## config.mk

```make
export PLATFORM = sky130hd
export DESIGN_NAME = grid_draw_scheduler
export DESIGN_NICKNAME = d
export VERILOG_FILES = /design/src/rtl/grid_draw_scheduler.sv
export SDC_FILE = /design/constraint.sdc
export NUM_CORES = 1
export LEC_CHECK = 0
export BUFFER_PORTS_ARGS = -buffer_cell sky130_fd_sc_hd__buf_4
export CORE_UTILIZATION = 58
export DETAILED_ROUTE_END_ITERATION = 12
export GPL_TIMING_DRIVEN = 0
export PLACE_DENSITY = 0.8
export SYNTH_ARGS = -nofsm -noshare
export SYNTH_HDL_FRONTEND = slang
export SYNTH_SLANG_ARGS = --single-unit
```

## constraint.sdc

```tcl
create_clock -name clk -period 3.3 [get_ports clk]
set_input_delay 0.33 -clock clk [delete_from_list [all_inputs] [get_ports clk]]
set_output_delay 0.33 -clock clk [all_outputs]
set_load 0.05 [all_outputs]
```

## src/rtl/grid_draw_scheduler.sv

```systemverilog
// Purpose: walks the 4x16 note grid pixel by pixel into the VGA frame-buffer adapter; redraws on pattern/beat change (GRID_PARTIAL_REDRAW_EN: beat-only moves redraw two columns).
// Latency: LOAD + one pixel per enabled cycle + DONE, i.e. 2 + 64*CELL_W*CELL_H cycles per full frame.
// Backpressure: enable low freezes state and counters and drops plot; busy is unaffected.
module grid_draw_scheduler #(
    parameter int X0     = 20,
    parameter int Y0     = 30,
    parameter int CELL_W = 6,
    parameter int CELL_H = 8,
    parameter int GAP    = 2
) (
    input  logic        clk,
    input  logic        resetN,
    input  logic        enable,
    input  logic [15:0] qIn1,
    input  logic [15:0] qIn2,
    input  logic [15:0] qIn3,
    input  logic [15:0] qIn4,
    input  logic [3:0]  beat,
    output logic [7:0]  xOut,
    output logic [6:0]  yOut,
    output logic [2:0]  cOut,
    output logic        plot,
    output logic        busy,
    output logic        done
);
    typedef enum logic [1:0] {IDLE, LOAD, DRAW, DONE} state_t;

    localparam logic [2:0] PX_LAST = 3'(CELL_W - 1);
    localparam logic [2:0] PY_LAST = 3'(CELL_H - 1);
    localparam logic [7:0] X_BASE  = 8'(X0);
    localparam logic [7:0] X_PITCH = 8'(CELL_W + GAP);
    localparam logic [6:0] Y_BASE  = 7'(Y0);
    localparam logic [6:0] Y_PITCH = 7'(CELL_H + GAP);

    state_t           state_q, state_d;
    logic [3:0][15:0] q_in, snap_q, snap_d;
    logic [3:0]       snap_beat_q, snap_beat_d;
    logic [3:0]       old_beat_q, old_beat_d;
    logic             pending_q, pending_d;
    logic             short_q, short_d;
    logic             col_q, col_d;
    logic [1:0]       row_q, row_d;
    logic [3:0]       step_q, step_d;
    logic [2:0]       px_q, px_d, py_q, py_d;
    logic             changed, short_start, last_pix;
    logic [3:0]       pix_step;
    logic             cell_on, cell_hit;
    logic [7:0]       x_d;
    logic [6:0]       y_d;
    logic [2:0]       c_d;

    assign q_in    = {qIn4, qIn3, qIn2, qIn1};
    assign changed = (q_in != snap_q) || (beat != snap_beat_q);

`ifdef GRID_PARTIAL_REDRAW_EN
    // Set by reset so the first frame after reset is always a full one.
    logic full_req_q;

    always_ff @(posedge clk or negedge resetN) begin
        if (!resetN) begin
            full_req_q <= 1'b1;
        end else if (state_q == LOAD && enable) begin
            full_req_q <= 1'b0;
        end
    end

    assign short_start = !full_req_q && (q_in == snap_q) && (beat != snap_beat_q);
`else
    assign short_start = 1'b0;
`endif

    // Short frames walk rows within a column; full frames walk steps within a row.
    assign last_pix = (px_q == PX_LAST) && (py_q == PY_LAST) && (row_q == 2'd3) &&
                      (short_q ? col_q : (step_q == 4'd15));

    always_comb begin
        state_d     = state_q;
        snap_d      = snap_q;
        snap_beat_d = snap_beat_q;
        old_beat_d  = old_beat_q;
        pending_d   = pending_q | changed;
        short_d     = short_q;
        col_d       = col_q;
        row_d       = row_q;
        step_d      = step_q;
        px_d        = px_q;
        py_d        = py_q;
        if (enable) begin
            case (state_q)
                IDLE: begin
                    if (pending_q) state_d = LOAD;
                end
                LOAD: begin
                    state_d     = DRAW;
                    snap_d      = q_in;
                    snap_beat_d = beat;
                    old_beat_d  = snap_beat_q;
                    short_d     = short_start;
                    pending_d   = 1'b0;
                    col_d       = 1'b0;
                    row_d       = 2'd0;
                    step_d      = 4'd0;
                    px_d        = 3'd0;
                    py_d        = 3'd0;
                end
                DRAW: begin
                    if (last_pix) state_d = DONE;
                    if (px_q != PX_LAST) begin
                        px_d = px_q + 3'd1;
                    end else begin
                        px_d = 3'd0;
                        if (py_q != PY_LAST) begin
                            py_d = py_q + 3'd1;
                        end else begin
                            py_d = 3'd0;
                            if (short_q) begin
                                row_d = row_q + 2'd1;
                                if (row_q == 2'd3) col_d = 1'b1;
                            end else begin
                                step_d = step_q + 4'd1;
                                if (step_q == 4'd15) row_d = row_q + 2'd1;
                            end
                        end
                    end
                end
                DONE: begin
                    state_d = pending_q ? LOAD : IDLE;
                end
                default: state_d = IDLE;
            endcase
        end
    end

    // Pixel for the next-cycle counters, so the registered outputs line up with the state.
    always_comb begin
        pix_step = short_d ? (col_d ? snap_beat_d : old_beat_d) : step_d;
        cell_on  = snap_d[row_d][pix_step];
        cell_hit = (pix_step == snap_beat_d);
        x_d      = X_BASE + X_PITCH * {4'd0, pix_step} + {5'd0, px_d};
        y_d      = Y_BASE + Y_PITCH * {5'd0, row_d} + {4'd0, py_d};
        c_d      = cell_on ? (cell_hit ? 3'b111 : 3'b010) : (cell_hit ? 3'b001 : 3'b000);
    end

    always_ff @(posedge clk or negedge resetN) begin
        if (!resetN) begin
            state_q     <= IDLE;
            snap_q      <= '0;
            snap_beat_q <= 4'd0;
            old_beat_q  <= 4'd0;
            pending_q   <= 1'b1;
            short_q     <= 1'b0;
            col_q       <= 1'b0;
            row_q       <= 2'd0;
            step_q      <= 4'd0;
            px_q        <= 3'd0;
            py_q        <= 3'd0;
        end else begin
            state_q     <= state_d;
            snap_q      <= snap_d;
            snap_beat_q <= snap_beat_d;
            old_beat_q  <= old_beat_d;
            pending_q   <= pending_d;
            short_q     <= short_d;
            col_q       <= col_d;
            row_q       <= row_d;
            step_q      <= step_d;
            px_q        <= px_d;
            py_q        <= py_d;
        end
    end

    always_ff @(posedge clk or negedge resetN) begin
        if (!resetN) begin
            xOut <= 8'd0;
            yOut <= 7'd0;
            cOut <= 3'd0;
            plot <= 1'b0;
            busy <= 1'b0;
            done <= 1'b0;
        end else begin
            busy <= (state_d != IDLE);
            if (enable) begin
                plot <= (state_d == DRAW);
                done <= (state_q == DRAW) && (state_d == DONE);
                if (state_d == DRAW) begin
                    xOut <= x_d;
                    yOut <= y_d;
                    cOut <= c_d;
                end
            end else begin
                plot <= 1'b0;
                done <= 1'b0;
            end
        end
    end
endmodule

```

==> impl_metrics.tcl <==
set metrics [dict create \
    period_needed_ns 3.27 \
    ant_nets 0 \
    setup_viol 0 \
    fin_cells 1018 \
    drv_cap 0 \
    wl_per_cell_um 21.1 \
    row_count 38 \
    slowest_stage "mux2_2" \
    cpMostUsedCell "mux2_2" \
    synth_top_family_by_area "simple AND/OR/NAND/NOR gates" \
    async_flop_share_pct 100 \
    antenna_found_initial 0 \
    synth_seq_cells 110 \
    die_width_um 109 \
    netlist_area_mm2 0.00665 \
    num_vias 6513 \
    worstMarginPinSlew_ns 0.678 \
    port_buffers 90 \
    start_kind "flip-flop" \
    grt_pass1_wl_mm 32.4 \
    end_kind "flip-flop" \
    drt_first_pass_iters 10 \
    cts-root-buf "clkbuf_16" \
    finalPower_uw 7670 \
    synth_xor_area_share_pct 8.56 \
    fp.dieArea_mm2 0.0119 \
    relSlewSlack_pct 54.4 \
    grt_max_degree 111 \
    yosysSeqAreaShare_pct 41.4 \
    post-place-ws_ns -0.531 \
    synth.avg_cell_area_um2 8.73 \
    synth-main-ff-cell "dfrtp_1" \
    path_cells "ha_2, ha_4, and4b_2, a21oi_1, nor2_1, mux2_2, mux2_2, xnor2_1, nor3_1, o211a_1, a22o_1" \
    slowest_delay_ns 0.43 \
    ios 92 \
    cts_tree "yes" \
    insertion_delay_ns 0.36 \
    worstPathMaxFanout 5 \
    drcViolationCount 0 \
    gp_congestion 0.997 \
    muxShareOfSynthArea_pct 5.91 \
    drive_above_1_share_pct 21.4 \
    coreArea_mm2 0.0110 \
    grt-ovfl-total 0 \
    synth_compound_area_share_pct 15.2 \
    outcome "completed" \
    synth_top_area_share_pct 41.0 \
    cp.arrival_ns 3.57 \
    hpwlAfterDp_mm 15.1 \
    drt_wl_total_mm 21.4 \
    synth_nets 848 \
    p_leak_uw 0.00410 \
    critical_path_class "flip-flop to flip-flop" \
    rsz0062_at_grt "yes" \
    first_global_vias 6183 \
    placed_cells 992 \
    ys_top_cells_by_count "nand2_1 (206), dfrtp_1 (109), o21ai_0 (37)" \
    netlist_top_cells_area "dfrtp_1 (41%), nand2_1 (12%), xor2_1 (4.7%)" \
    post_synth_fa_ha_maj_area_fraction_pct 2.94 \
    hold_viol_final 0 \
    clkTransAtPathRegs_ns 0.07 \
    ir_worst_vdd_v 0.000773 \
    ys_warn_count 0 \
    yosysMostFrequentCell "nand2_1" \
    numCtsBuffers 9 \
    power_density_mw_per_mm2 935 \
    grtUsageTotal_pct 36.6 \
    max_freq_ghz 0.306 \
    ctsLongestPathBuffers 2 \
    drt_iter0_markers 764 \
    synth_edf_count 0 \
    drv_slew 0 \
    drt-vias-per-instance 6.40 \
    syn_to_final_growth_pct 23.5 \
    layout_setup_ws_ns 0.0343 \
    fin_skew_ns 0.00791 \
    netlist-cell-type-count 71 \
    hp-class "input pin to flip-flop" \
    start_util_pct 60.5 \
    cts_sinks 110 \
    synth_top_area_cell "dfrtp_1" \
    final_nets 959 \
    antenna_cells 0 \
    ctsHtreeMaxLevel 3 \
    yosys.area_share.simple_pct 21.2 \
    post-route-period-util_pct 99.0 \
    worst_ep_required_time_ns 3.60 \
    die_h_um 109 \
    synth_cells 762 \
]
-- power by group --
| part | switching [uW] | internal (uW) | total [uW] |
|---|---|---|---|
| sequential | 415 | 1890 | 2310 |
| combinational | 2610 | 1550 | 4160 |
| clock | 513 | 689 | 1200 |
-- sequential cells by signal (all words and copies together) (netlist names) --
register and count:
step_q 4, xOut 8, state_q 2, snap_q 64
busy 1, py_q 3, done 1, plot 1
row_q 2, short_q 1, px_q 3, col_q 1
old_beat_q 4, cOut 3, yOut 7, snap_beat_q 4
pending_q 1
-- critical path: cells and delay by family, from the launching register on --
family          cells  cell delay [ns]
simple gates        3             0.96
mux                 2             0.80
compound gates      3             0.54
xor+xnor            1             0.15
fa+ha+maj           2             0.38
flops               1             0.39
-- logic make-up (layout without fill, tap and decap cells) --
| family | after synthesis | count (layout) |
|---|---|---|
| simple gates | 317 | 317 |
| compound gates | 144 | 144 |
| fa+ha+maj | 15 | 15 |
| buf+inv | 75 | 191 |
| mux | 36 | 36 |
| xor+xnor | 65 | 65 |
| flops | 110 | 110 |
-- placed cells by master, fill, tap and decap left out, types with 4 or more instances in the layout --
cell       count
clkbuf_4       5
nor4_1        15
xnor2_1       29
o21ai_0       37
dfrtp_1      109
o211a_1        5
buf_2          7
inv_1         34
buf_4        104
o211ai_1       9
nor3_1        11
nand2_1      204
o22ai_1       11
clkbuf_16      9
nand3_1        8
a22oi_1        5
clkbuf_1      10
o2bb2ai_1      7
a21oi_1       18
ha_1          10
o21bai_1       4
o311a_1        6
nand4_1       14
a211o_1        4
a22o_1         4
xor2_1        36
o221ai_1       6
mux2_2         9
mux2i_1       23
nor2_1        32
or4_1          4
-- layout make-up --
class	count	area [um2]
buffer	36	238
clock buffer	11	243
clock inverter	5	81.3
fill	806	2770
inverter	38	148
multi-input combinational	577	3790
sequential	110	2750
tap	140	175
timing repair buffer	101	785
-- final timing paths --
| check | cells past startpoint | from | slack [ns] | endpoint |
|---|---|---|---|---|
| max in group asynchronous | 3 | resetN | 2.26 | short_q$_DFF_PN0_ |
| max reg2reg | 11 | py_q[0]$_DFF_PN0_ | 0.03 | cOut[2]$_DFFE_PN0P_ |
| max | 11 | py_q[0]$_DFF_PN0_ | 0.03 | cOut[2]$_DFFE_PN0P_ |
| min | 3 | qIn3[9] | 0.21 | snap_q[41]$_DFF_PN0_ |
| min reg2reg | 2 | xOut[0]$_DFFE_PN0P_ | 0.48 | xOut[0]$_DFFE_PN0P_ |
| min in group asynchronous | 2 | resetN | 0.33 | snap_q[36]$_DFF_PN0_ |
-- repair_timing --
| item | CTS | global route |
|---|---|---|
| pin swaps | 1 | 12 |
| setup buffers | 4 | 5 |
| resized for setup | 32 | 46 |
| hold endpoints to repair | 0 | 8 |
| endpoints found under the setup margin | 7 | 7 |
| hold buffers | 0 | 1 |
-- routing by layer --
metal	global-route usage (%)	wire length (um)	vias up
met5	0	0	-
met4	17.5	774	0
met3	8.37	2450	74
met2	57.5	9770	432
met1	47.9	8450	3119
li1	-	-	2888
-- stage by stage --
| stage | setup TNS [ns] | utilization (%) | hold slack (ns) | cell area, um2 |
|---|---|---|---|---|
| after detailed placement | -2.50 | 68.3 | 0.471 | 7500 |
| after global placement | -2.06 | 68.3 | 0.460 | 7500 |
| after CTS | 0 | 72.6 | 0.204 | 7980 |
| after floorplan | 0 | - | 0.0344 | 6650 |
| final | 0 | 74.7 | 0.208 | 8210 |
| after global routing | -0.0944 | 74.7 | 0.216 | 8210 |
Note: power is estimated with default switching activity, not from simulation.
